<file path="src/rtl/capture_memory_dumper_pkg.sv">
// Shared definitions for the capture memory dump path. The host-side decoder model
// includes this package too, so it uses the same state numbering and framing constants.
package capture_dump_pkg;

  typedef enum logic [2:0] {
    ST_IDLE      = 3'd0,
    ST_HEADER    = 3'd1,
    ST_READ_REQ  = 3'd2,
    ST_READ_WAIT = 3'd3,
    ST_SEND      = 3'd4,
    ST_CHECKSUM  = 3'd5,
    ST_DONE      = 3'd6
  } dump_state_e;

  localparam logic [7:0] HEADER_BYTE_DEFAULT  = 8'hA5;
  localparam bit         BYTE_ORDER_MSB_FIRST = 1'b1;

  function automatic int unsigned bytes_per_word(input int unsigned data_width);
    return data_width / 8;
  endfunction

endpackage

</file>
<file path="src/rtl/capture_memory_dumper_if.sv">
// Groups the memory read port, the transmitter byte handshake and the host control
// signals of the dumper. The slave modport is the dumper side.
interface capture_memory_dumper_if #(
  parameter int ADDR_WIDTH = 15,
  parameter int DATA_WIDTH = 32
);
  logic                  iStartDump;
  logic [ADDR_WIDTH:0]   iWordCount;
  logic                  iDoneFeedback;
  logic                  oReadyToDump;
  logic                  oDumpDone;
  logic [2:0]            oState;
  logic [ADDR_WIDTH-1:0] oMemAddr;
  logic                  oMemRead;
  logic [DATA_WIDTH-1:0] iMemData;
  logic [7:0]            oByte;
  logic                  oByteValid;
  logic                  iByteReady;

  modport slave (
    input  iStartDump, iWordCount, iDoneFeedback, iMemData, iByteReady,
    output oReadyToDump, oDumpDone, oState, oMemAddr, oMemRead, oByte, oByteValid
  );

  modport master (
    output iStartDump, iWordCount, iDoneFeedback, iMemData, iByteReady,
    input  oReadyToDump, oDumpDone, oState, oMemAddr, oMemRead, oByte, oByteValid
  );
endinterface

</file>
<file path="src/rtl/capture_memory_dumper_word_byte_serializer.sv">
// Holds one memory word and presents it a byte at a time; the byte lane advances only
// when the consumer accepts, and every accepted byte is folded into an 8-bit sum.
module word_byte_serializer
  import capture_dump_pkg::*;
#(
  parameter int DATA_WIDTH = 32
) (
  input  logic                  clk,
  input  logic                  rst_n,
  input  logic                  clear_i,
  input  logic                  load_i,
  input  logic [DATA_WIDTH-1:0] word_i,
  input  logic                  accept_i,
  output logic [7:0]            byte_o,
  output logic                  last_o,
  output logic [7:0]            sum_o
);
  localparam int NB = int'(bytes_per_word(DATA_WIDTH));
  localparam int IW = (NB > 1) ? $clog2(NB) : 1;

  logic [DATA_WIDTH-1:0] word_q;
  logic [IW-1:0]         idx_q;
  logic [7:0]            sum_q;
  logic [IW-1:0]         lane;

  always_comb begin
    lane   = BYTE_ORDER_MSB_FIRST ? (IW'(NB - 1) - idx_q) : idx_q;
    byte_o = word_q[8*lane +: 8];
    last_o = (idx_q == IW'(NB - 1));
    sum_o  = sum_q;
  end

  always_ff @(posedge clk or negedge rst_n) begin
    if (!rst_n) begin
      word_q <= '0;
      idx_q  <= '0;
      sum_q  <= '0;
    end else begin
      if (load_i) begin
        word_q <= word_i;
        idx_q  <= '0;
      end else if (accept_i) begin
        idx_q <= last_o ? '0 : idx_q + 1'b1;
      end
      if (clear_i)
        sum_q <= '0;
      else if (accept_i)
        sum_q <= sum_q + byte_o;
    end
  end
endmodule

</file>
<file path="src/rtl/capture_memory_dumper.sv">
// Walks the sample memory after a run and streams header, data bytes and checksum
// to the host transmitter.
//   state      | meaning
//   IDLE       | waiting for iStartDump, ready to dump
//   HEADER     | presenting header byte
//   READ_REQ   | single-cycle read strobe at current address
//   READ_WAIT  | waiting out the RAM read latency, then loading the word
//   SEND       | presenting the word's bytes MSB first
//   CHECKSUM   | presenting the 8-bit sum of data bytes
//   DONE       | dump complete, waiting for host acknowledge
module capture_memory_dumper
  import capture_dump_pkg::*;
#(
  parameter int         ADDR_WIDTH  = 15,
  parameter int         DATA_WIDTH  = 32,
  parameter int         MEM_LATENCY = 2,
  parameter logic [7:0] HEADER_BYTE = HEADER_BYTE_DEFAULT
) (
  input  logic                    iClock,
  input  logic                    iReset_n,
  capture_memory_dumper_if.slave  bus
);
  localparam int CW = ADDR_WIDTH + 1;
  localparam int WW = (MEM_LATENCY > 1) ? $clog2(MEM_LATENCY) : 1;

  dump_state_e           state_q;
  logic [CW-1:0]         words_left_q;
  logic [ADDR_WIDTH-1:0] addr_q;
  logic                  mem_read_q;
  logic [WW-1:0]         wait_q;

  logic       ser_clear, ser_load, ser_accept, ser_last;
  logic [7:0] ser_byte, ser_sum;
  logic [7:0] byte_mux;
  logic       byte_valid;

  assign ser_clear  = (state_q == ST_IDLE) && bus.iStartDump;
  assign ser_load   = (state_q == ST_READ_WAIT) && (wait_q == '0);
  assign ser_accept = (state_q == ST_SEND) && bus.iByteReady;

  word_byte_serializer #(.DATA_WIDTH(DATA_WIDTH)) u_ser (
    .clk      (iClock),
    .rst_n    (iReset_n),
    .clear_i  (ser_clear),
    .load_i   (ser_load),
    .word_i   (bus.iMemData),
    .accept_i (ser_accept),
    .byte_o   (ser_byte),
    .last_o   (ser_last),
    .sum_o    (ser_sum)
  );

  // Byte path decodes straight from the state register so an async reset drops valid at once.
  always_comb begin
    byte_mux   = '0;
    byte_valid = 1'b0;
    unique case (state_q)
      ST_HEADER:   begin byte_mux = HEADER_BYTE; byte_valid = 1'b1; end
      ST_SEND:     begin byte_mux = ser_byte;    byte_valid = 1'b1; end
      ST_CHECKSUM: begin byte_mux = ser_sum;     byte_valid = 1'b1; end
      default:     ;
    endcase
  end

  always_ff @(posedge iClock or negedge iReset_n) begin
    if (!iReset_n) begin
      state_q      <= ST_IDLE;
      words_left_q <= '0;
      addr_q       <= '0;
      mem_read_q   <= 1'b0;
      wait_q       <= '0;
    end else begin
      mem_read_q <= 1'b0;
      unique case (state_q)
        ST_IDLE: if (bus.iStartDump) begin
          words_left_q <= (bus.iWordCount == '0) ? (CW'(1) << ADDR_WIDTH) : bus.iWordCount;
          addr_q       <= '0;
          state_q      <= ST_HEADER;
        end
        ST_HEADER: if (bus.iByteReady) begin
          mem_read_q <= 1'b1;
          state_q    <= ST_READ_REQ;
        end
        ST_READ_REQ: begin
          wait_q  <= WW'(MEM_LATENCY - 1);
          state_q <= ST_READ_WAIT;
        end
        ST_READ_WAIT: begin
          if (wait_q == '0) state_q <= ST_SEND;
          else              wait_q  <= wait_q - 1'b1;
        end
        ST_SEND: if (bus.iByteReady && ser_last) begin
          // Last word ends here, so the address never steps past the final word.
          if (words_left_q == CW'(1)) begin
            state_q <= ST_CHECKSUM;
          end else begin
            words_left_q <= words_left_q - 1'b1;
            addr_q       <= addr_q + 1'b1;
            mem_read_q   <= 1'b1;
            state_q      <= ST_READ_REQ;
          end
        end
        ST_CHECKSUM: if (bus.iByteReady) state_q <= ST_DONE;
        ST_DONE:     if (bus.iDoneFeedback) state_q <= ST_IDLE;
        default:     state_q <= ST_IDLE;
      endcase
    end
  end

  assign bus.oByte        = byte_mux;
  assign bus.oByteValid   = byte_valid;
  assign bus.oMemAddr     = addr_q;
  assign bus.oMemRead     = mem_read_q;
  assign bus.oState       = state_q;
  assign bus.oReadyToDump = (state_q == ST_IDLE);
  assign bus.oDumpDone    = (state_q == ST_DONE);
endmodule

</file>
<file path="src/flat_wrapper.sv">
// flat-port wrapper written by rule: the top's interface ports become plain ports
module capture_memory_dumper_flat import capture_dump_pkg::*;
#(
  parameter int         ADDR_WIDTH  = 15,
  parameter int         DATA_WIDTH  = 32,
  parameter int         MEM_LATENCY = 2,
  parameter logic [7:0] HEADER_BYTE = HEADER_BYTE_DEFAULT
)
  (iClock, iReset_n, bus_iStartDump, bus_iWordCount, bus_iDoneFeedback, bus_iMemData, bus_iByteReady, bus_oReadyToDump, bus_oDumpDone, bus_oState, bus_oMemAddr, bus_oMemRead, bus_oByte, bus_oByteValid);
  capture_memory_dumper_if #(.ADDR_WIDTH(ADDR_WIDTH), .DATA_WIDTH(DATA_WIDTH)) bus_i ();
  input  logic iClock;
  input  logic iReset_n;
  input wire logic [$bits(bus_i.iStartDump)-1:0] bus_iStartDump;
  input wire logic [$bits(bus_i.iWordCount)-1:0] bus_iWordCount;
  input wire logic [$bits(bus_i.iDoneFeedback)-1:0] bus_iDoneFeedback;
  input wire logic [$bits(bus_i.iMemData)-1:0] bus_iMemData;
  input wire logic [$bits(bus_i.iByteReady)-1:0] bus_iByteReady;
  output wire logic [$bits(bus_i.oReadyToDump)-1:0] bus_oReadyToDump;
  output wire logic [$bits(bus_i.oDumpDone)-1:0] bus_oDumpDone;
  output wire logic [$bits(bus_i.oState)-1:0] bus_oState;
  output wire logic [$bits(bus_i.oMemAddr)-1:0] bus_oMemAddr;
  output wire logic [$bits(bus_i.oMemRead)-1:0] bus_oMemRead;
  output wire logic [$bits(bus_i.oByte)-1:0] bus_oByte;
  output wire logic [$bits(bus_i.oByteValid)-1:0] bus_oByteValid;
  assign bus_i.iStartDump = bus_iStartDump;
  assign bus_i.iWordCount = bus_iWordCount;
  assign bus_i.iDoneFeedback = bus_iDoneFeedback;
  assign bus_i.iMemData = bus_iMemData;
  assign bus_i.iByteReady = bus_iByteReady;
  assign bus_oReadyToDump = bus_i.oReadyToDump;
  assign bus_oDumpDone = bus_i.oDumpDone;
  assign bus_oState = bus_i.oState;
  assign bus_oMemAddr = bus_i.oMemAddr;
  assign bus_oMemRead = bus_i.oMemRead;
  assign bus_oByte = bus_i.oByte;
  assign bus_oByteValid = bus_i.oByteValid;
  capture_memory_dumper #(.ADDR_WIDTH(ADDR_WIDTH), .DATA_WIDTH(DATA_WIDTH), .MEM_LATENCY(MEM_LATENCY), .HEADER_BYTE(HEADER_BYTE)) u_core (.iClock(iClock), .iReset_n(iReset_n), .bus(bus_i));
endmodule
</file>
<file path="config.mk">
export PLATFORM = sky130hd
export DESIGN_NAME = capture_memory_dumper_flat
export DESIGN_NICKNAME = d
export VERILOG_FILES = /design/src/rtl/capture_memory_dumper_pkg.sv /design/src/rtl/capture_memory_dumper_if.sv /design/src/rtl/capture_memory_dumper_word_byte_serializer.sv /design/src/rtl/capture_memory_dumper.sv /design/src/flat_wrapper.sv
export SDC_FILE = /design/constraint.sdc
export NUM_CORES = 1
export LEC_CHECK = 0
export BUFFER_PORTS_ARGS = -buffer_cell sky130_fd_sc_hd__buf_4
export CAP_MARGIN = 20
export CORE_MARGIN = 10
export CORE_UTILIZATION = 35
export DETAILED_ROUTE_END_ITERATION = 16
export MAX_ROUTING_LAYER = met4
export PLACE_DENSITY_LB_ADDON = 0.08
export RECOVER_POWER = 25
export SETUP_SLACK_MARGIN = 0.2
export SYNTH_ARGS = -nofsm -noshare
export SYNTH_HDL_FRONTEND = slang
export SYNTH_SLANG_ARGS = --single-unit
</file>
<file path="constraint.sdc">
create_clock -name iClock -period 3.1 [get_ports iClock]
set_input_delay 0 -clock iClock [delete_from_list [all_inputs] [get_ports iClock]]
set_output_delay 0 -clock iClock [all_outputs]
set_load 0.005 [all_outputs]
</file>
# Yosys cells after proc, flatten, opt, wreduce, memory -nomap -nowiden
# Index checks and enable logic that the tools add are counted.
# totals
elab_cells,74
inputBits,53
reg_bits,78
# op_classes
bitwise,1
n_mux,30
n_eq_ne,15
reduce_logical,13
add_sub_neg,6
n_shift,1
# op_table
op,n
16-bit 2-to-1 mux,4
15-bit 2-to-1 mux,3
16-bit case mux with 2 select lines,1
32-bit by 6-bit indexed part select with 8-bit output,1
15-bit case mux with 2 select lines,1
8-bit case mux with 3 select lines,1
3-bit 2-to-1 mux,7
3-bit case mux with 7 select lines,1
16-bit by 1-bit equality test with 1-bit output (second input constant),1
16-bit logical NOT,1
8-bit 2-to-1 mux,2
16-bit by 1-bit subtractor with 16-bit output (second input constant),1
15-bit by 1-bit adder with 15-bit output (second input constant),1
2-bit != test (second input constant),7
3-bit equality test (second input constant),3
8-bit adder,1
2-bit nonzero test,4
3-bit by 2-bit equality test with 1-bit output (second input constant),2
2-bit 2-to-1 mux,3
6-bit AND reduction,1
1-bit 2-to-1 mux,5
1-bit logical AND,4
1-bit case mux with 2 select lines,2
4-bit AND reduction,1
other kinds (8),8

# Longest topological paths before layout
# Gate-level depths: netlist of run 1.
# logic_depth
word_depth,5
ltp_mapped,10
ltp_nobuf,9

# Cells and area by module
# From an unflattened synthesis of run 1, not the netlist that was laid out.
# unflattened
hier_cells,422
area_unflattened_um2,4393.0
# modules_own_cells
module,area_each_um2,instances,cells_each
capture_memory_dumper,2308.5,1,273
word_byte_serializer,2084.5,1,149

# Least setup slack after synthesis of run 1
# OpenSTA, ideal clock, no wires.
# synth_timing
path_kind,register to register
from,register u_core.u_ser.idx_q[0]
to,register u_core.u_ser.sum_q[6] (netlist: u_core.u_ser.sum_o[6])
n_path_buf,1
setup_time_ns,0.138
path_stages_with_launch,11
arrival_ns,2.573
path_slack_ns,0.389
cell_sequence,dfrtp_1 buf_2 mux4_2 ha_1 fa_1 a21o_1 a21oi_1 o21bai_1 a21oi_1 xor2_1 o22ai_1
# synth_between
elab_chain_cells,5
# synth_lines
element,line_no,rtl
from (decl),capture_memory_dumper_word_byte_serializer.sv:22,logic [IW-1:0] idx_q;
from (signal assigned),capture_memory_dumper_word_byte_serializer.sv:43,idx_q <= last_o ? '0 : idx_q + 1'b1;
2-bit subtractor,capture_memory_dumper_word_byte_serializer.sv:27,lane = BYTE_ORDER_MSB_FIRST ? (IW'(NB - 1) - idx_q) : idx_q;
32-bit by 6-bit indexed part select with 8-bit output,capture_memory_dumper_word_byte_serializer.sv:28,byte_o = word_q[8*lane +: 8];
8-bit adder,capture_memory_dumper_word_byte_serializer.sv:48,sum_q <= sum_q + byte_o;
8-bit 2-to-1 mux,capture_memory_dumper_word_byte_serializer.sv:47,else if (accept_i)
8-bit 2-to-1 mux,capture_memory_dumper_word_byte_serializer.sv:45,if (clear_i)
to (signal assigned),capture_memory_dumper_word_byte_serializer.sv:48,
to (decl),capture_memory_dumper_word_byte_serializer.sv:23,logic [7:0] sum_q;
# Every way passes these cells. The select of a mux whose other input is x is not followed.
# A chain may end at the register's enable or synchronous reset.

# Worst setup path after layout of run 1
# Same ends and word-level chain as after synthesis.

==> results of run 1 <==
## cell usage in the layout, fill, tap and decap left out, types with 5 or more instances in the layout
cell / n
nor3_1: 13
inv_1: 8
nor2_1: 42
nand2b_1: 7
a21oi_1: 38
xnor2_1: 9
dfrtp_1: 78
or3_1: 5
dlygate4sd3_1: 46
o21ai_0: 29
buf_4: 93
xor2_1: 8
mux4_2: 8
mux2_2: 32
nor4_1: 8
nand3_1: 14
clkbuf_16: 9
nand2_1: 43
nor3_2: 6
o22ai_1: 7
ha_1: 11
## registers in the layout (all words and copies together) (netlist names)
name                 flops
u_core.u_ser.word_q     32
u_core.wait_q            1
u_core.bus.oState        3
u_core.u_ser.idx_q       2
u_core.bus.oMemRead      1
u_core.words_left_q     16
u_core.bus.oMemAddr     15
u_core.u_ser.sum_o       8
## tightest hold or removal path: cells and delay by family
family / cells / cell delay [ns]
buffers and inverters: 1 / 0.08
AOI/OAI and AO/OA: 2 / 0.22
## kinds of logic after synthesis
family | after synthesis
buf+inv | 32
xor+xnor | 17
compound gates | 100
flops | 78
mux | 42
simple gates | 157
fa+ha+maj | 12
## layout make-up
cell class                      count  area [um2]  share of cell area, %
Inverter                            8        30.0                  0.506
Tap cell                          168         210                   3.54
Multi-Input combinational cell    328        2250                   37.9
Clock buffer                       12         256                   4.32
Timing Repair Buffer              141        1170                   19.7
Sequential cell                    78        1950                   32.9
Clock inverter                      3        67.6                   1.14
## metrics by stage
step                hold slack [ns]  instances  power [mW]
global route                 0.0302        738        5.38
detailed placement            0.237        676        3.84
floorplan                    -0.296        438        3.19
global placement              0.234        676        3.80
finish                       0.0115        738        4.99
CTS                         0.00284        737        5.06
## final timing paths
check	startpoint	endpoint	slack, ns	depth (start not counted)
worst max-delay path	u_core.u_ser.idx_q[0]$_DFFE_PN0P_	u_core.u_ser.sum_o[6]$_DFFE_PN0P_	0.45	9
worst min-delay path	bus_iWordCount[4]	u_core.words_left_q[4]$_DFFE_PN0P_	0.01	3
min in group asynchronous	iReset_n	u_core.words_left_q[9]$_DFFE_PN0P_	0.45	2
worst max register to register	u_core.u_ser.idx_q[0]$_DFFE_PN0P_	u_core.u_ser.sum_o[6]$_DFFE_PN0P_	0.45	9
max in group asynchronous	iReset_n	u_core.u_ser.word_q[21]$_DFFE_PN0P_	0.61	3
worst min register to register	u_core.u_ser.sum_o[7]$_DFFE_PN0P_	u_core.u_ser.sum_o[7]$_DFFE_PN0P_	0.47	1
## power groups by stage
stage	Sequential [mW]	Combinational (mW)	Clock, mW
2_1_floorplan	1.61	1.57	0
3_3_place_gp	1.74	2.06	0
3_5_place_dp	1.75	2.09	0
4_1_cts	1.73	2.14	1.19
5_1_grt	1.79	2.37	1.22
6_report	1.73	2.11	1.16
## layer usage
metal	global-route usage, %	wire length (um)	vias up
met2	23.4	5860	69
met3	2.63	287	13
li1	-	-	1825
met4	4.45	176	0
met1	16.6	5280	1804
met5	-	0	-
==> impl_metrics.csv, run 1 <==
group,metric,value,unit
timing,rsz0062_at_grt,"no",
die,die_w,131,um
yosys,synth_flop_cell,"dfrtp_1",
drt,drt_pass1_iterations,4,
cts,post-cts-setup-buffers,0,
drt,via_per_inst,5.03,
timing,hold_viol_final,0,
power,power_frac_comb,42.2,%
timing,period_minus_slack,2.65,ns
yosys,synth-xor-area-share,3.43,%
yosys,synth_async_sr_flop_share,100,%
drt,wire_per_inst,15.7,um
cts,ctsHoldBuffers,46,
yosys,synth_fp_nets,503,
power,ir_worst_vdd,0.410,mV
yosys,synth.area.mux_share,12.9,%
die,fp.coreArea,12100,um2
yosys,synth-edff-count,0,
critical_path,end_kind,"flip-flop",
drt,drcViolationCount,0,
timing,fmax,378,MHz
timing,worst_slew_pin_slew,1.43,ns
timing,skew,0.00698,ns
cts,cts_tree,"yes",
finish,layout-drive-gt1-share,27.9,%
power,switching_share,35.4,%
cts,cts_buffers,9,
timing,slew_viol_final,0,
critical_path,cp_top_family,"compound AO/OA/AOI/OAI gates",
yosys,synth_area_leader_cell,"dfrtp_1",
power,power_frac_seq,34.6,%
yosys,synth-simple-area-share,18.1,%
place,postPlaceCellArea,5150,um2
yosys,ys_types,49,
critical_path,slowest_stage,"mux4_2",
power,power_density,841,nW/um2
timing,setup_ws,0.454,ns
yosys,avgSynthCellArea,9.91,um2
yosys,ys_seq_area_share,45.0,%
yosys,synth-compound-area-share,13.6,%
cts,cts.sinks,78,
cts,clkTransAtPathRegs,0.06,ns
finish,antenna_cells,0,
critical_path,crit_path_max_fanout,3,
drt,dr.first_iter.drc_count,139,
yosys,synth_top_area_share,45.0,%
die,die-area,17300,um2
yosys,synth_adder_area_share,3.63,%
cts,root_buffer,"clkbuf_16",
yosys,synth_cells,438,
yosys,netlist_area,4340,um2
yosys,synth_top_family_by_area,"simple AND/OR/NAND/NOR gates",
die,ios,83,
die,start_util,36.0,%
finish,fin_area,5930,um2
global_routing,grt_pass1_vias,3954,
cts,clock_path_buffers,2,
power,p_leak,2.56,nW
die,die-height,131,um
power,p_clk_share,23.2,%
yosys,synth_common_cells,"78 x dfrtp_1, 43 x nand2_1, 42 x nor2_1",
drt,drt-total-wl,11600,um
critical_path,cp-start-kind,"flip-flop",
finish,fill_cells,1151,
run_status,status,"complete, no violations",
place,pre_cts_ws,0.435,ns
die,rows,40,
global_routing,grt_pass1_wl,19800,um
timing,setup_viol,0,
place,place.gp.congestion,0.752,
finish,syn_to_final_growth,36.7,%
cts,cts_max_level,3,
critical_path,cpPeakStageDelay,0.53,ns
yosys,yosysWarnings,0,
critical_path,crit_top_cell,"a21oi_1",
drt,vias,3711,
place,port_buffers,82,
timing,fin_setup_tns,0,ns
global_routing,grt-ovfl-total,0,
yosys,yosysMostFrequentCell,"dfrtp_1",
yosys,netlist_top_cells_area,"dfrtp_1 45%, mux2_2 8.3%, a21oi_1 4.4%, mux4_2 4.2%, nand2_1 3.7%",
finish,num-nets-final,631,
place,hpwl,8320,um
cts,post_cts_resized,0,
critical_path,cp.buffers_inverters,0,
cts,clk_latency,0.34,ns
finish,fin_util,49.2,%
global_routing,track_usage,14.0,%
hold_path,hold_path.class,"input port to flip-flop",
global_routing,grt_max_degree,79,
critical_path,cp.required,3.31,ns
global_routing,antenna_found_initial,0,
power,power.switching,1.77,mW
power,internal_power,3.22,mW
flow_run,maxCapViolations,0,
timing,fin_crit_sh,85.3,%
critical_path,path_cells,"mux4_2 > ha_1 > fa_1 > a21o_1 > a21oi_1 > o21bai_1 > a21oi_1 > xor2_1 > o22ai_1",
timing,relSlewSlack,4.98,%
critical_path,cp.arrival,2.86,ns
yosys,synth.ff_latch_count,78,
critical_path,crit_type,"flip-flop to flip-flop",
drt,detail-route-antenna-nets,0,
(Power assumes the default switching activity.)
==> inputs of run 2 (changes only) <==
ABC_AREA = 1   (was not set)
CAP_MARGIN = not set   (was 20)
clock period = 3 ns   (was 3.1 ns; I/O delays follow)
==> run 2 against run 1 <==
Effect of this change: the flow now finishes with violations (capacitance limit, slew limit); setup slack gained 0.26 ns; register-to-register slack better by 0.26 ns; cell count up 23%; synthesized area is 11% higher; count of clock-buffer cells in the layout is 2 lower; via count up 19%; sequential cell count unchanged; clock skew barely moved; critical path type unchanged; critical endpoint is now u_core.u_ser.sum_o[7]$_DFFE_PN0P_; largest cell class unchanged.
==> impl_metrics.csv, run 2 <==
group,metric,value,unit
critical_path,cp.arrival,2.52,ns
yosys,synth-edff-count,0,
drt,detail-route-antenna-nets,0,
finish,antenna_cells,0,
timing,fin_setup_tns,0,ns
timing,worst_slew_pin_slew,2.01,ns
flow_run,maxCapViolations,1,
cts,clkTransAtPathRegs,0.06,ns
critical_path,crit_type,"flip-flop to flip-flop",
global_routing,grt_pass1_wl,21900,um
timing,hold_viol_final,0,
timing,fmax,437,MHz
drt,drt-total-wl,13100,um
timing,skew,0.00661,ns
critical_path,r2r-start,"u_core.u_ser.idx_q[1]$_DFFE_PN0P_",
drt,wire_per_inst,14.4,um
finish,largest_register_ffs,32,
timing,relSlewSlack,-33.8,%
power,power_frac_comb,45.3,%
hold_path,hp-start,"bus_iWordCount[12]",
yosys,synth_async_sr_flop_share,100,%
yosys,synth_common_cells,"169 x nand2_1, 78 x dfrtp_1, 69 x nor2_1",
critical_path,end_kind,"flip-flop",
yosys,yosysMostFrequentCell,"nand2_1",
global_routing,grt-ovfl-total,0,
power,p_clk_share,19.5,%
yosys,synth_flop_cell,"dfrtp_1",
drt,via_per_inst,4.86,
finish,final_cell_mix,"169 x nand2_1, 78 x dfrtp_1, 70 x nor2_1",
finish,num-nets-final,794,
power,power_density,822,nW/um2
timing,rsz0062_at_grt,"no",
power,switching_share,40.0,%
cts,root_buffer,"clkbuf_16",
yosys,netlist_area,4800,um2
drt,drt_pass1_iterations,5,
die,ios,83,
global_routing,track_usage,14.9,%
yosys,avgSynthCellArea,7.89,um2
global_routing,grt_pass1_vias,4475,
die,start_util,36.0,%
cts,cts_max_level,3,
place,hpwl,9320,um
cts,post-cts-setup-buffers,0,
power,power_frac_seq,35.2,%
finish,fill_cells,1314,
yosys,netlist_top_cells_area,"dfrtp_1 41%, nand2_1 13%, mux2_4 9.1%, o21ai_0 5.6%, nor2_1 5.4%",
timing,period_minus_slack,2.29,ns
finish,largest-register,"u_core.u_ser.word_q",
yosys,ys_types,34,
timing,setup_viol,0,
drt,vias,4422,
run_status,violations,"capacitance limit, slew limit",
drt,drcViolationCount,0,
critical_path,cp.required,3.23,ns
power,internal_power,3.05,mW
finish,fin_area,6180,um2
finish,layout-drive-gt1-share,20.1,%
yosys,synth_cells,609,
yosys,ys_seq_area_share,40.6,%
die,rows,42,
critical_path,crit_start,"u_core.u_ser.idx_q[1]$_DFFE_PN0P_",
cts,clock_path_buffers,2,
finish,final_common_cell,"nand2_1",
place,pre_cts_ws,0.725,ns
yosys,synth_top_area_share,40.6,%
cts,cts_tree,"yes",
cts,cts_buffers,9,
yosys,synth_area_leader_cell,"dfrtp_1",
drt,dr.first_iter.drc_count,301,
die,fp.coreArea,13300,um2
hold_path,hold_path.class,"input port to flip-flop",
die,die_w,137,um
cts,cts.sinks,78,
run_status,status,"complete, but fails checks",
global_routing,antenna_found_initial,0,
timing,fin_crit_sh,76.3,%
yosys,synth_fp_nets,674,
power,p_leak,3.03,nW
finish,syn_to_final_growth,28.8,%
critical_path,cp-start-kind,"flip-flop",
place,place.gp.congestion,0.834,
cts,post_cts_resized,0,
yosys,yosysWarnings,0,
critical_path,crit_path_max_fanout,10,
cts,clk_latency,0.34,ns
cts,ctsHoldBuffers,41,
place,port_buffers,82,
die,die-height,137,um
power,ir_worst_vdd,0.445,mV
global_routing,grt_max_degree,79,
power,power.switching,2.03,mW
die,die-area,18800,um2
timing,setup_ws,0.710,ns
yosys,synth.ff_latch_count,78,
timing,slew_viol_final,79,
place,postPlaceCellArea,5530,um2
==> run 2: cell types whose count changed after synthesis, moves of 8 or more <==
cell / previous run / this run
nor2_1: 42 / 69
inv_1: 8 / 50
nand3_1: 14 / 51
mux2_4: 0 / 29
nand2_1: 43 / 169
clkbuf_1: 12 / 4
nor3_1: 13 / 5
o21ai_0: 29 / 54
mux4_2: 8 / 0
mux2_2: 32 / 3
nor4_1: 8 / 0
a21oi_1: 38 / 9
==> run 2: layout make-up <==
type	instances	area [um2]	area share, %
clock inverters	5	27.5	0.445
multi-input cells	457	2500	40.5
inverters	56	210	3.40
repair buffers	127	1040	16.9
clock buffers	10	229	3.70
well taps	176	220	3.56
flip-flops and latches	78	1950	31.6
==> run 2: per-stage QoR <==
stage | power [mW] | hold WS (ns) | utilization [%] | cells
finish | 5.08 | 0.00920 | 46.3 | 909
global route | 5.53 | 0.0291 | 46.3 | 909
detailed placement | 4.09 | 0.234 | 41.5 | 853
global placement | 4.05 | 0.231 | 41.5 | 853
CTS | 5.15 | 0.000136 | 46.5 | 909
floorplan | 3.44 | -0.296 | - | 609
==> run 2: cells by family after synthesis <==
logic type / Yosys count / synth area share (%)
adder cells (fa/ha/maj): 12 / 3.28
AO/OA/AOI/OAI: 87 / 9.66
AND/OR/NAND/NOR: 318 / 28.0
multiplexers: 32 / 9.77
XOR/XNOR: 8 / 1.46
buffers and inverters: 74 / 7.19
flip-flops: 78 / 40.6
==> run 2: final timing paths <==
check / to / slack, ns / cells past startpoint
hold / removal: u_core.words_left_q[12]$_DFFE_PN0P_ / 0.009 / 5
min in group asynchronous: u_core.bus.oMemAddr[7]$_DFFE_PN0P_ / 0.77 / 2
hold reg to reg: u_core.words_left_q[15]$_DFFE_PN0P_ / 0.51 / 2
setup / recovery: u_core.u_ser.sum_o[7]$_DFFE_PN0P_ / 0.71 / 12
max in group asynchronous: u_core.u_ser.word_q[7]$_DFFE_PN0P_ / 1.04 / 2
setup reg to reg: u_core.u_ser.sum_o[7]$_DFFE_PN0P_ / 0.71 / 12
==> run 2: worst max-delay path: stages (launching register included) <==
cell and delay, ns:
dfrtp_1 0.50, inv_1 0.26, o21ai_0 0.15, o22ai_1 0.25, ha_1 0.36, a21oi_1 0.15
nand2_1 0.11, nand2_1 0.07, nand3_1 0.10, inv_1 0.07, nand2_1 0.04, nand3_1 0.07
nand2_1 0.06
==> run 2: routing by layer <==
layer	global-route usage [%]	vias to the layer above	share of wire, %
li1	-	2239	-
met5	-	-	0
met1	18.2	2076	46
met4	5.80	0	1.6
met2	23.9	89	48
met3	2.57	18	4.1
==> run 2: power by group through the flow <==
| stage | clock network [mW] | registers, mW | logic, mW |
|---|---|---|---|
| final | 0.989 | 1.79 | 2.31 |
| after CTS | 1.02 | 1.79 | 2.34 |
| after detailed placement | 0 | 1.80 | 2.29 |
| after floorplan | 0 | 1.69 | 1.75 |
| after global routing | 1.06 | 1.85 | 2.62 |
| after global placement | 0 | 1.79 | 2.26 |
==> inputs of run 3 (changes only) <==
clock period = 2.1 ns   (was 3 ns; I/O delays follow)
==> run 3 against run 2 <==
Effect of this change: the run now ends clean; non-clock buffer count is 15 higher; register-to-register slack got worse by 0.62 ns; global-route usage rose by 0.55 points; clock skew hardly changed; core utilization increased by 2.1 points; clock power rose by 50%; cell count is 1.8% higher; sequential share of layout area fell by 1.4 points; total power grew 55%; largest cell class unchanged.
==> impl_metrics.csv, run 3 (synthesized netlist as in run 2, its figures left out) <==
group,metric,value,unit
run_status,status,"complete, no violations",
cts,cts_tree,"yes",
timing,rsz0062_at_grt,"yes",
global_routing,track_usage,15.4,%
power,power_density,1220,nW/um2
finish,largest_register_ffs,32,
critical_path,cp.buffers_inverters,2,
finish,largest-register,"u_core.u_ser.word_q",
critical_path,slowest_stage,"dfrtp_1",
cts,clock_path_buffers,2,
timing,period_minus_slack,2.01,ns
critical_path,end_kind,"flip-flop",
critical_path,cpPeakStageDelay,0.42,ns
finish,final_cell_mix,"169 x nand2_1, 91 x buf_4, 78 x dfrtp_1",
timing,relSlewSlack,34.1,%
die,fp.coreArea,13300,um2
hold_path,hold_path.class,"input port to flip-flop",
critical_path,rrSetupSlack,0.09,ns
die,ios,83,
timing,worst_slew_pin_slew,0.988,ns
global_routing,grt_pass1_wl,22400,um
finish,layout-drive-gt1-share,25.0,%
finish,num-nets-final,809,
power,ir_worst_vdd,0.644,mV
timing,hold_viol_final,0,
critical_path,path_cells,"buf_4 > o21ai_0 > o22ai_1 > ha_1 > nand2_1 > nor2_1 > nand2_1 > nand3_1 > inv_1 > nand2_1 > nand3_1 > nand2_1",
finish,antenna_cells,0,
drt,via_per_inst,4.83,
cts,cts.sinks,78,
flow_run,maxCapViolations,0,
timing,slew_viol_final,0,
place,dp_cells,863,
place,port_buffers,82,
timing,whs,0.0102,ns
cts,cts_buffers,9,
timing,setup_viol,0,
die,die_w,137,um
drt,drt-total-wl,13600,um
finish,syn_to_final_growth,34.7,%
die,die-height,137,um
cts,cts_max_level,3,
finish,finalNonFillerCells,925,
critical_path,cp-start-kind,"flip-flop",
die,die-area,18800,um2
drt,vias,4468,
place,postPlaceCellArea,5660,um2
timing,fin_crit_sh,95.9,%
drt,detail-route-antenna-nets,0,
hold_path,whs_path_depth,5,
place,hpwl,9840,um
critical_path,crit_top_cell,"nand2_1",
global_routing,grt_pass1_vias,4525,
finish,final_common_cell,"nand2_1",
critical_path,cp.arrival,2.25,ns
die,start_util,36.0,%
drt,wire_per_inst,14.7,um
critical_path,cp.required,2.34,ns
critical_path,reg2reg_depth,12,
critical_path,cp_top_family,"simple AND/OR/NAND/NOR gates",
drt,dr.first_iter.drc_count,313,
global_routing,grt_max_degree,43,
drt,drcViolationCount,0,
critical_path,crit_type,"flip-flop to flip-flop",
timing,skew,0.00627,ns
global_routing,antenna_found_initial,0,
place,place.gp.congestion,0.917,
cts,clkTransAtPathRegs,0.06,ns
cts,clk_latency,0.35,ns
timing,fmax,497,MHz
drt,drt_pass1_iterations,5,
critical_path,cp_num_cells,12,
cts,root_buffer,"clkbuf_16",
die,rows,42,
global_routing,grt-ovfl-total,0,
critical_path,crit_path_max_fanout,12,
finish,fin_area,6470,um2
power,p_leak,3.15,nW
## run 3: cell count changes in the layout (fill, tap and decap cells not counted), moves of 3 or more
cell and change:
o21ai_2 +3, clkbuf_1 -3, o21ai_0 -8, ha_1 -4
o22ai_1 -6, nor2_2 +3, o21ai_1 +5, o22ai_2 +6
clkbuf_4 -11, buf_4 +25, nor2_1 -3
## run 3: stage by stage
step | worst slack [ns] | TNS (ns) | total power [mW] | utilization, %
2_1_floorplan | 0.201 | 0 | 4.98 | -
3_3_place_gp | 0.135 | 0 | 5.99 | 42.4
3_5_place_dp | 0.0627 | 0 | 6.06 | 42.4
4_1_cts | 0.131 | 0 | 7.77 | 47.9
5_1_grt | -0.0321 | -0.0321 | 8.54 | 48.5
6_report | 0.0870 | 0 | 7.90 | 48.5
## run 3: cell type report
| cell class | instances | area [um2] |
|---|---|---|
| Timing Repair Buffer | 142 | 1200 |
| Inverter | 56 | 219 |
| Tap cell | 176 | 220 |
| Clock inverter | 5 | 33.8 |
| Fill cell | 1309 | 6880 |
| Multi-Input combinational cell | 457 | 2600 |
| Clock buffer | 11 | 243 |
| Sequential cell | 78 | 1950 |
## run 3: worst paths after layout
kind,start,endpoint
max,u_core.u_ser.idx_q[0]$_DFFE_PN0P_,u_core.u_ser.sum_o[7]$_DFFE_PN0P_
max in group asynchronous,iReset_n,u_core.u_ser.sum_o[6]$_DFFE_PN0P_
min reg2reg,u_core.u_ser.word_q[20]$_DFFE_PN0P_,u_core.u_ser.word_q[20]$_DFFE_PN0P_
max reg2reg,u_core.u_ser.idx_q[0]$_DFFE_PN0P_,u_core.u_ser.sum_o[7]$_DFFE_PN0P_
min,bus_iWordCount[0],u_core.words_left_q[0]$_DFFE_PN0P_
min in group asynchronous,iReset_n,u_core.bus.oMemAddr[13]$_DFFE_PN0P_
## run 3: repair_timing
action / 4_1_cts / 5_1_grt
hold buffers: 41 / 0
endpoints found under the setup margin: 6 / 30
resized for setup: 9 / 21
pin swaps: 6 / 10
setup buffers: 4 / 1
hold endpoints to repair: 76 / 0
## run 3: routing by layer
| metal | routed length (um) | vias up | track usage (%) |
|---|---|---|---|
| met5 | 0 | - | - |
| met4 | 275 | 0 | 6.62 |
| met3 | 633 | 18 | 2.93 |
| met2 | 6600 | 98 | 25.3 |
| met1 | 6080 | 2079 | 18.0 |
| li1 | - | 2273 | - |
## run 3: worst reg2reg max path, cell delays in order, from the launching register on
cell and delay (ns):
dfrtp_1 0.42, buf_4 0.21, o21ai_0 0.12, o22ai_1 0.29
ha_1 0.33, nand2_1 0.10, nor2_1 0.05, nand2_1 0.06
nand3_1 0.09, inv_1 0.07, nand2_1 0.06, nand3_1 0.06
nand2_1 0.05
## run 3: power breakdown
group	total [mW]	switching, mW	internal [mW]
clock network	1.48	0.646	0.832
logic	3.83	1.98	1.85
registers	2.60	0.512	2.09
